**config.mk**
```make
export PLATFORM = sky130hd
export DESIGN_NAME = tex_dcr_bank
export DESIGN_NICKNAME = d
export VERILOG_FILES = /design/src/rtl/tex_types.sv /design/src/rtl/tex_stage_drain.sv /design/src/rtl/tex_dcr_bank.sv
export SDC_FILE = /design/constraint.sdc
export NUM_CORES = 2
export LEC_CHECK = 0
export CAP_MARGIN = 10
export CORE_MARGIN = 1
export CORE_UTILIZATION = 30
export DETAILED_ROUTE_END_ITERATION = 8
export GPL_ROUTABILITY_DRIVEN = 0
export SYNTH_ARGS = -nofsm -noshare
export SYNTH_HDL_FRONTEND = slang
export SYNTH_HIERARCHICAL = 1
export SYNTH_SLANG_ARGS = --single-unit
```
**constraint.sdc**
```tcl
create_clock -name clk -period 4.53 [get_ports clk]
set_input_delay 1.1325 -clock clk [delete_from_list [all_inputs] [get_ports clk]]
set_output_delay 1.1325 -clock clk [all_outputs]
set_load 0.005 [all_outputs]
```
**src/rtl/tex_types.sv**
```systemverilog
// Shared texture configuration types: field widths, DCR offset map and the
// per-stage configuration record held by the register bank.
package tex_types;

  localparam int TEX_LOD_MAX     = 11;
  localparam int TEX_LOD_BITS    = 4;
  localparam int TEX_WRAP_BITS   = 2;
  localparam int TEX_ADDR_BITS   = 32;
  localparam int TEX_MIPOFF_BITS = 25;
  localparam int TEX_FORMAT_BITS = 3;
  localparam int TEX_FILTER_BITS = 1;

  localparam int TEX_DCR_STAGE   = 0;
  localparam int TEX_DCR_BADDR   = 1;
  localparam int TEX_DCR_LOGDIM  = 2;
  localparam int TEX_DCR_FORMAT  = 3;
  localparam int TEX_DCR_FILTER  = 4;
  localparam int TEX_DCR_WRAP    = 5;
  localparam int TEX_DCR_COMMIT  = 6;
  localparam int TEX_DCR_MIPOFF0 = 7;
  localparam int TEX_DCR_COUNT   = TEX_DCR_MIPOFF0 + TEX_LOD_MAX + 1;

  // Index 0 of logdims/wraps is the u axis, index 1 the v axis.
  typedef struct packed {
    logic [TEX_ADDR_BITS-1:0]                     baddr;
    logic [TEX_LOD_MAX:0][TEX_MIPOFF_BITS-1:0]    mipoff;
    logic [1:0][TEX_LOD_BITS-1:0]                 logdims;
    logic [1:0][TEX_WRAP_BITS-1:0]                wraps;
    logic [TEX_FORMAT_BITS-1:0]                   format;
    logic [TEX_FILTER_BITS-1:0]                   filter;
  } tex_dcrs_t;

  function automatic int stage_bits(input int num_stages);
    return (num_stages > 1) ? $clog2(num_stages) : 1;
  endfunction

endpackage

```
**src/rtl/tex_stage_drain.sv**
```systemverilog
// Per-stage in-flight tracking: counts outstanding texture requests and holds
// a commit request until the stage has fully drained, then strobes apply.
module tex_stage_drain #(
  parameter int INFLIGHT_BITS = 4
) (
  input  logic clk,
  input  logic reset,
  input  logic start,
  input  logic done,
  input  logic commit,
  output logic cnt_full,
  output logic pending,
  output logic apply
);

  logic [INFLIGHT_BITS-1:0] cnt;
  logic                     dec;

  // A retire on an idle stage is spurious and must not wrap the counter.
  assign dec      = done && (cnt != '0);
  assign cnt_full = &cnt;
  assign apply    = pending && (cnt == '0);

  // NOTE: state updates use non-blocking assignments so every flop samples
  // the pre-edge values of cnt/pending regardless of statement order.
  always_ff @(posedge clk) begin
    if (reset) begin
      cnt     <= '0;
      pending <= 1'b0;
    end else begin
      if (start && !dec) begin
        cnt <= cnt + 1'b1;
      end else if (dec && !start) begin
        cnt <= cnt - 1'b1;
      end

      if (apply) begin
        pending <= 1'b0;
      end else if (commit) begin
        pending <= 1'b1;
      end
    end
  end

  always_ff @(posedge clk) begin
    if (!reset && done) begin
      assert (cnt != '0)
        else $error("tex_stage_drain: retire seen with no request in flight");
    end
  end

endmodule

```
**src/rtl/tex_dcr_bank.sv**
```systemverilog
// Texture DCR bank: decodes DCR writes into per-stage shadow configs and
// promotes each shadow to the active copy once its stage has no work in flight.
module tex_dcr_bank
  import tex_types::*;
#(
  parameter int                         NUM_STAGES    = 2,
  parameter int                         NUM_READERS   = 1,
  parameter int                         DCR_ADDR_BITS = 12,
  parameter int                         DCR_DATA_BITS = 32,
  parameter logic [DCR_ADDR_BITS-1:0]   DCR_BASE      = 'h010,
  parameter int                         INFLIGHT_BITS = 4,
  localparam int                        STAGE_BITS    = stage_bits(NUM_STAGES)
) (
  input  logic                                    clk,
  input  logic                                    reset,
  input  logic                                    dcr_wr_valid,
  input  logic [DCR_ADDR_BITS-1:0]                dcr_wr_addr,
  input  logic [DCR_DATA_BITS-1:0]                dcr_wr_data,
  output logic                                    dcr_wr_ready,
  input  logic                                    req_start_valid,
  input  logic [STAGE_BITS-1:0]                   req_start_stage,
  output logic                                    req_start_ready,
  input  logic                                    req_done_valid,
  input  logic [STAGE_BITS-1:0]                   req_done_stage,
  input  logic [NUM_READERS-1:0][STAGE_BITS-1:0]  rd_stage,
  output tex_dcrs_t [NUM_READERS-1:0]             rd_dcrs,
  output logic [NUM_STAGES-1:0]                   commit_pending
);

  logic [STAGE_BITS-1:0]         sel;
  tex_dcrs_t [NUM_STAGES-1:0]    shadow;
  tex_dcrs_t [NUM_STAGES-1:0]    active;
  logic [DCR_ADDR_BITS-1:0]      offset;
  logic                          wr_fire;
  logic [NUM_STAGES-1:0]         start_fire;
  logic [NUM_STAGES-1:0]         done_hit;
  logic [NUM_STAGES-1:0]         commit_set;
  logic [NUM_STAGES-1:0]         cnt_full;
  logic [NUM_STAGES-1:0]         apply;

  assign offset  = dcr_wr_addr - DCR_BASE;
  assign wr_fire = dcr_wr_valid && dcr_wr_ready;

  // Writes stall while the selected stage waits to drain; issue stalls while
  // the requested stage drains or its counter is saturated.
  always_comb begin
    dcr_wr_ready    = 1'b1;
    req_start_ready = 1'b0;
    for (int s = 0; s < NUM_STAGES; s++) begin
      if (sel == STAGE_BITS'(s)) begin
        dcr_wr_ready = ~commit_pending[s];
      end
      if (req_start_stage == STAGE_BITS'(s)) begin
        req_start_ready = ~commit_pending[s] & ~cnt_full[s];
      end
    end
  end

  for (genvar s = 0; s < NUM_STAGES; s++) begin : g_stage
    assign start_fire[s] = req_start_valid && req_start_ready &&
                           (req_start_stage == STAGE_BITS'(s));
    assign done_hit[s]   = req_done_valid && (req_done_stage == STAGE_BITS'(s));
    assign commit_set[s] = wr_fire && (sel == STAGE_BITS'(s)) &&
                           (offset == DCR_ADDR_BITS'(TEX_DCR_COMMIT));

    tex_stage_drain #(
      .INFLIGHT_BITS (INFLIGHT_BITS)
    ) u_drain (
      .clk      (clk),
      .reset    (reset),
      .start    (start_fire[s]),
      .done     (done_hit[s]),
      .commit   (commit_set[s]),
      .cnt_full (cnt_full[s]),
      .pending  (commit_pending[s]),
      .apply    (apply[s])
    );
  end

  // Out-of-range stage numbers are dropped so sel always names a real stage.
  always_ff @(posedge clk) begin
    if (reset) begin
      sel <= '0;
    end else if (wr_fire && (offset == DCR_ADDR_BITS'(TEX_DCR_STAGE)) &&
                 (dcr_wr_data < DCR_DATA_BITS'(NUM_STAGES))) begin
      sel <= dcr_wr_data[STAGE_BITS-1:0];
    end
  end

  // NOTE: the config copies are small flop banks, not RAM, so they take the
  // synchronous reset like any other state register.
  always_ff @(posedge clk) begin
    if (reset) begin
      shadow <= '0;
    end else if (wr_fire) begin
      for (int s = 0; s < NUM_STAGES; s++) begin
        if (sel == STAGE_BITS'(s)) begin
          case (offset)
            DCR_ADDR_BITS'(TEX_DCR_BADDR):
              shadow[s].baddr <= dcr_wr_data[TEX_ADDR_BITS-1:0];
            DCR_ADDR_BITS'(TEX_DCR_LOGDIM): begin
              shadow[s].logdims[0] <= dcr_wr_data[TEX_LOD_BITS-1:0];
              shadow[s].logdims[1] <= dcr_wr_data[2*TEX_LOD_BITS-1:TEX_LOD_BITS];
            end
            DCR_ADDR_BITS'(TEX_DCR_FORMAT):
              shadow[s].format <= dcr_wr_data[TEX_FORMAT_BITS-1:0];
            DCR_ADDR_BITS'(TEX_DCR_FILTER):
              shadow[s].filter <= dcr_wr_data[TEX_FILTER_BITS-1:0];
            DCR_ADDR_BITS'(TEX_DCR_WRAP): begin
              shadow[s].wraps[0] <= dcr_wr_data[TEX_WRAP_BITS-1:0];
              shadow[s].wraps[1] <= dcr_wr_data[2*TEX_WRAP_BITS-1:TEX_WRAP_BITS];
            end
            default: begin
              for (int l = 0; l <= TEX_LOD_MAX; l++) begin
                if (offset == DCR_ADDR_BITS'(TEX_DCR_MIPOFF0 + l)) begin
                  shadow[s].mipoff[l] <= dcr_wr_data[TEX_MIPOFF_BITS-1:0];
                end
              end
            end
          endcase
        end
      end
    end
  end

  always_ff @(posedge clk) begin
    if (reset) begin
      active <= '0;
    end else begin
      for (int s = 0; s < NUM_STAGES; s++) begin
        if (apply[s]) begin
          active[s] <= shadow[s];
        end
      end
    end
  end

  // NOTE: rd_dcrs is defaulted before the search loop so no path through the
  // block leaves it unassigned, which would otherwise infer a latch.
  always_comb begin
    rd_dcrs = '0;
    for (int r = 0; r < NUM_READERS; r++) begin
      for (int s = 0; s < NUM_STAGES; s++) begin
        if (rd_stage[r] == STAGE_BITS'(s)) begin
          rd_dcrs[r] = active[s];
        end
      end
    end
  end

endmodule
```
==> After elaboration in Yosys (flattened, before gate mapping) <==
Index checks and enable logic that the tools add are counted.
{ "op_classes": {"n_addsub": 5, "mul": 0, "n_div": 0, "magnitude_cmp": 1, "eq_ne": 18, "shifts": 0, "muxes": 7, "bitwise": 10, "n_reduce_logical": 70} }
{ "op_table": {"columns": ["op", "n"], "rows": [
  ["$mux W348", 1],
  ["$reduce_and A4 Y1", 26],
  ["$eq A12 B4 Y1 const B", 8],
  ["$eq A12 B3 Y1 const B", 4],
  ["$eq A12 B5 Y1 const B", 3],
  ["$lt A32 B2 Y1 const B", 1],
  ["$reduce_and A3 Y1", 10],
  ["$eq A12 B2 Y1 const B", 2],
  ["$logic_and A1 B1 Y1", 20],
  ["$mux W4", 4],
  ["$eq A12 B1 Y1 const B", 1],
  ["$logic_not A12 Y1", 1],
  ["$sub A12 B5 Y12 const B", 1],
  ["$add A4 B1 Y4 const B", 2],
  ["$logic_not A4 Y1", 2],
  ["$not A1 Y1", 8],
  ["$reduce_bool A4 Y1", 2],
  ["$sub A4 B1 Y4 const B", 2],
  ["$reduce_or A5 Y1", 1],
  ["$logic_not A1 Y1", 4],
  ["$reduce_bool A2 Y1", 2],
  ["$reduce_or A2 Y1", 2],
  ["$and A1 B1 Y1", 2],
  ["$mux W1", 2]
]} }
{ "totals": {"register_bits": 1403, "latchBits": 0, "ram_bits": 0, "mem_bits_ro": 0, "in_bits": 52, "out_inout_bits": 352, "elab_cells": 192, "memories": 0} }

==> Longest topological paths before layout <==
{ "logic_depth": {"ltp_word": 10, "mapped_depth": 10, "depth_no_buf": 10} }

==> Modules after synthesis <==
The synthesis kept the hierarchy.
{ "modules_own_cells": {"columns": ["mod", "n_inst", "cells_per_inst", "area_per_inst_um2"], "rows": [
  ["tex_dcr_bank", 1, 5551, 55091.6],
  ["tex_stage_drain", 2, 33, 319.1]
]} }

==> Worst setup path before layout <==
Ideal clock, no wire load.
{ "synth_timing": {"path_kind": "input port to output port", "start": "in rd_stage", "end": "out rd_dcrs[199] (netlist name)", "arrival_ns": 2.380, "required_ns": 3.398, "slack_ns": 1.018, "stages": 4, "path_buffers": 3, "path_cell_list": "clkbuf_1 clkbuf_1 clkbuf_1 mux2_2"} }
{ "synth_rtl": {"columns": ["item", "line", "source"], "rows": [
  ["start, declared", "tex_dcr_bank.sv:25", "input logic [NUM_READERS-1:0][STAGE_BITS-1:0] rd_stage,"],
  ["end, declared", "tex_dcr_bank.sv:26", "output tex_dcrs_t [NUM_READERS-1:0] rd_dcrs,"]
]} }

==> metrics.md <==
| Metric | Value |
|---|---|
| Status | completed |
| Worst hold path class | reg2reg |
| Die width | roughly 430 µm |
| Final setup TNS | 0 ps |
| Critical-path cell list | buf_8 > buf_12 > buf_12 > mux2_2 > clkdlybuf4s50_1 |
| Combinational Power Share | 0.038 |
| Drt first pass iters | 6 |
| Antenna violations before repair | 7 |
| CTS resizes | 0 |
| Pwr Density | 389 nW/µm² |
| Clk_skew | 33.8 ps |
| Reg clk slew, reported paths | 60 ps |
| Netlist cell types | 44 |
| Worst Setup End Kind | output port |
| Share of the synthesized area in the top cell type | 0.504 |
| Number of hold buffers added after CTS | 0 |
| Post-CTS Setup Bufs | 0 |
| Sequential power share | 0.471 |
| CP max stage cell | clkdlybuf4s50_1 |
| Final period util | 0.873 |
| Max Clk Rate | about 250 MHz |
| DR DRC count | 0 |
| Slew margin rel. | 0.236 |
| Worst setup SP type | primary input |
| Seq/Total Area, Yosys | 0.504 |
| Util after Layout | 0.367 |
| Final hold vios | 0 |
| Reg area | ~28000 µm² |
| WL/cell | between 20 and 25 µm |
| Cell area after synthesis | approximately 56000 µm² |
| Row cnt | between 150 and 200 |
| Crit path required time | 3400 ps |
| Final #Nets | between 5000 and 6000 |
| Starting DRC count in detailed routing | around 3200 |
| Clock Latency Late Sink | approximately 800 ps |
| Fin. max-slew vios | 0 |
| Longest Clk Path Bufs | 3 |
| Layout cells sized above 1 | 0.137 |
| Reg-to-reg startpoint | g_stage[0].u_drain/cnt[0] |
| Area Overhead vs Synth | 21.2% |
| Post-DP HPWL | 117 mm |
| Vias in the first global route | just over 40000 |
| Leakage | about 24 nW |
| Psw | between 6 and 7 mW |
| Via-to-Cell Ratio | ~5.0 |
| Initial core utilization | 0.303 |
| Final Routed Wirelength | between 150 and 200 mm |
| Clock power share | 0.491 |
| Top post-synthesis cells by area | dfxtp_1 50%, mux2i_1 18%, mux2_2 7.0% |
| Boundary Pins | 404 |
| Crit-path max cell delay | 460 ps |
| Total grt overflow | 0 |
| Cell mode on critical path | buf_12 |
| Ys async rst share | 0 |
| Fillers | between 15000 and 20000 |
| Cts bufs inserted | 154 |
| Core area | roughly 180000 µm² |
| Synth Instances | around 5600 |
| Switching fraction of total power | 0.234 |
| Full die area | 187000 µm² |
| Post-synth EDFFs | 0 |
| Yosys top cell by area | dfxtp_1 |
| Number of max-cap violations | 0 |
| H-tree levels | 4 |
| Gr usage total | 0.196 |
| CTS tree | yes |
| Endpoints failing setup | 0 |
| DRT antenna net count | 0 |
| DR vias | 41743 |
| Chip height | roughly 430 µm |
| Seq cells post-synth | about 1400 |
| CP Class | in2out |
| Crit path time final | ~4000 ps |
| Internal | 20.2 mW |
| R2R setup slack | 1880 ps |
| RSZ-0062 raised after global routing | no |
| Area of the multi-input gates | ~26000 µm² |
| Crit path capture | rd_dcrs[70] |
| Predominant post-synthesis flop cell | dfxtp_1 |
| Slew of the pin with the lowest slew margin | between 1000 and 1500 ps |
| Post-Syn Nets | ~5700 |
| Overall Power | between 20 and 30 mW |
| Crit path DAT | ~2800 ps |
| Root buffer cell | clkbuf_16 |
| Worst Reg-to-Reg Cells | 5 |
| Worst R2R End | active[340] |
| Syn Area/Cell | around 10 µm² |
| First-pass GRT wire length | 275 mm |
| Crit. Startpoint | rd_stage |
| Pin count of the biggest net entering global routing | about 200 |
| CP Max Fanout | 48 |
| YS warnings | 6 |
| Clk sink count | 1403 |
| Buffers on Ports | approximately 400 |
| Worst vdd ir | roughly 320 µV |
## flip-flops by register name, summed over array words and instances, names as in the netlist
| signal | cells |
|---|---|
| g_stage.u_drain/pending | 2 |
| active | 696 |
| g_stage.u_drain/cnt | 8 |
| shadow | 696 |
| sel | 1 |
## logic make-up (layout without fill, tap and decap cells)
family,after synthesis,count (layout),synth area share
buf+inv,533,833,0.0397
compound gates,789,789,0.0712
simple gates,1524,1524,0.131
other cells,0,6,0
flops,1403,1403,0.504
mux,1356,1356,0.251
fa+ha+maj,8,8,0.00207
xor+xnor,4,4,0.000629
## power groups by stage
| stage | registers, mW | logic, mW | clock network (mW) |
|---|---|---|---|
| final | 12.4 | 0.993 | 12.9 |
| after floorplan | 12.7 | 0.560 | 0 |
| after detailed placement | 12.7 | 1.01 | 0 |
| after global placement | 12.7 | 0.994 | 0 |
| after global routing | 12.4 | 1.06 | 13.7 |
| after CTS | 12.4 | 1.01 | 13.2 |
## layer usage
| layer | GRT usage | vias to the layer above | wire, µm |
|---|---|---|---|
| met5 | 0 | - | 0 |
| met1 | 0.248 | 20683 | 81100 |
| met2 | 0.333 | 1108 | 92700 |
| met3 | 0.0304 | 275 | 8740 |
| met4 | 0.0797 | 0 | 7330 |
| li1 | - | 19677 | - |
## per-stage QoR
stage,setup WS (ps),instance area [µm²],std cells,hold WS [ps]
finish,576,67600,8387,470
global route,533,67600,8384,487
CTS,593,67600,8381,472
floorplan,1020,55700,5617,448
detailed placement,601,62300,8101,462
global placement,626,62300,8100,455
## layout by cell type (no fill, tap or decap), types with 18 or more instances in the layout
master           instances
mux2i_1               1006
buf_12                  43
buf_4                  104
a21oi_1                394
clkinv_2                18
nor2_1                 715
nand3_1                394
clkdlybuf4s50_1        376
clkbuf_1                35
clkbuf_8                36
buf_2                   25
o21ai_0                290
clkbuf_16              154
mux2_2                 348
nand2b_1               334
o21ai_1                100
dfxtp_1               1403
## critical path, delay by kind of cell
kind                   cells  cell delay [ps]
muxes                      1              380
buffers and inverters      4             1200
## cells in the mapped netlist (7+ instances only)
master	count
o21ai_1	100
nor4_1	13
nand3_1	395
buf_1	29
dfxtp_1	1403
o21ai_0	290
buf_6	12
buf_4	7
a21oi_1	394
clkbuf_1	432
buf_2	49
mux2i_1	1006
nor2_1	718
nand2b_1	335
mux2_2	348
nand3_2	11
nand2_1	9
## worst min-delay path by stage
| stage | to | start | cells after the start |
|---|---|---|---|
| 4_1_cts | shadow[363] | shadow[363] | 2 |
| 3_3_place_gp | shadow[321] | shadow[321] | 2 |
| 2_1_floorplan | shadow[141] | shadow[141] | 2 |
| 6_report | shadow[598] | shadow[598] | 2 |
| 5_1_grt | shadow[150] | shadow[150] | 2 |
| 3_5_place_dp | shadow[146] | shadow[146] | 2 |
## final cells by class
class	count	area share
clock inverter	55	0.0114
antenna	6	0.000222
tap	2464	0.0456
multi-input combinational	3681	0.378
timing repair buffer	551	0.0825
clock buffer	225	0.0663
sequential	1403	0.416
inverter	2	0.000111
Note: power is estimated with default switching activity, not from simulation.
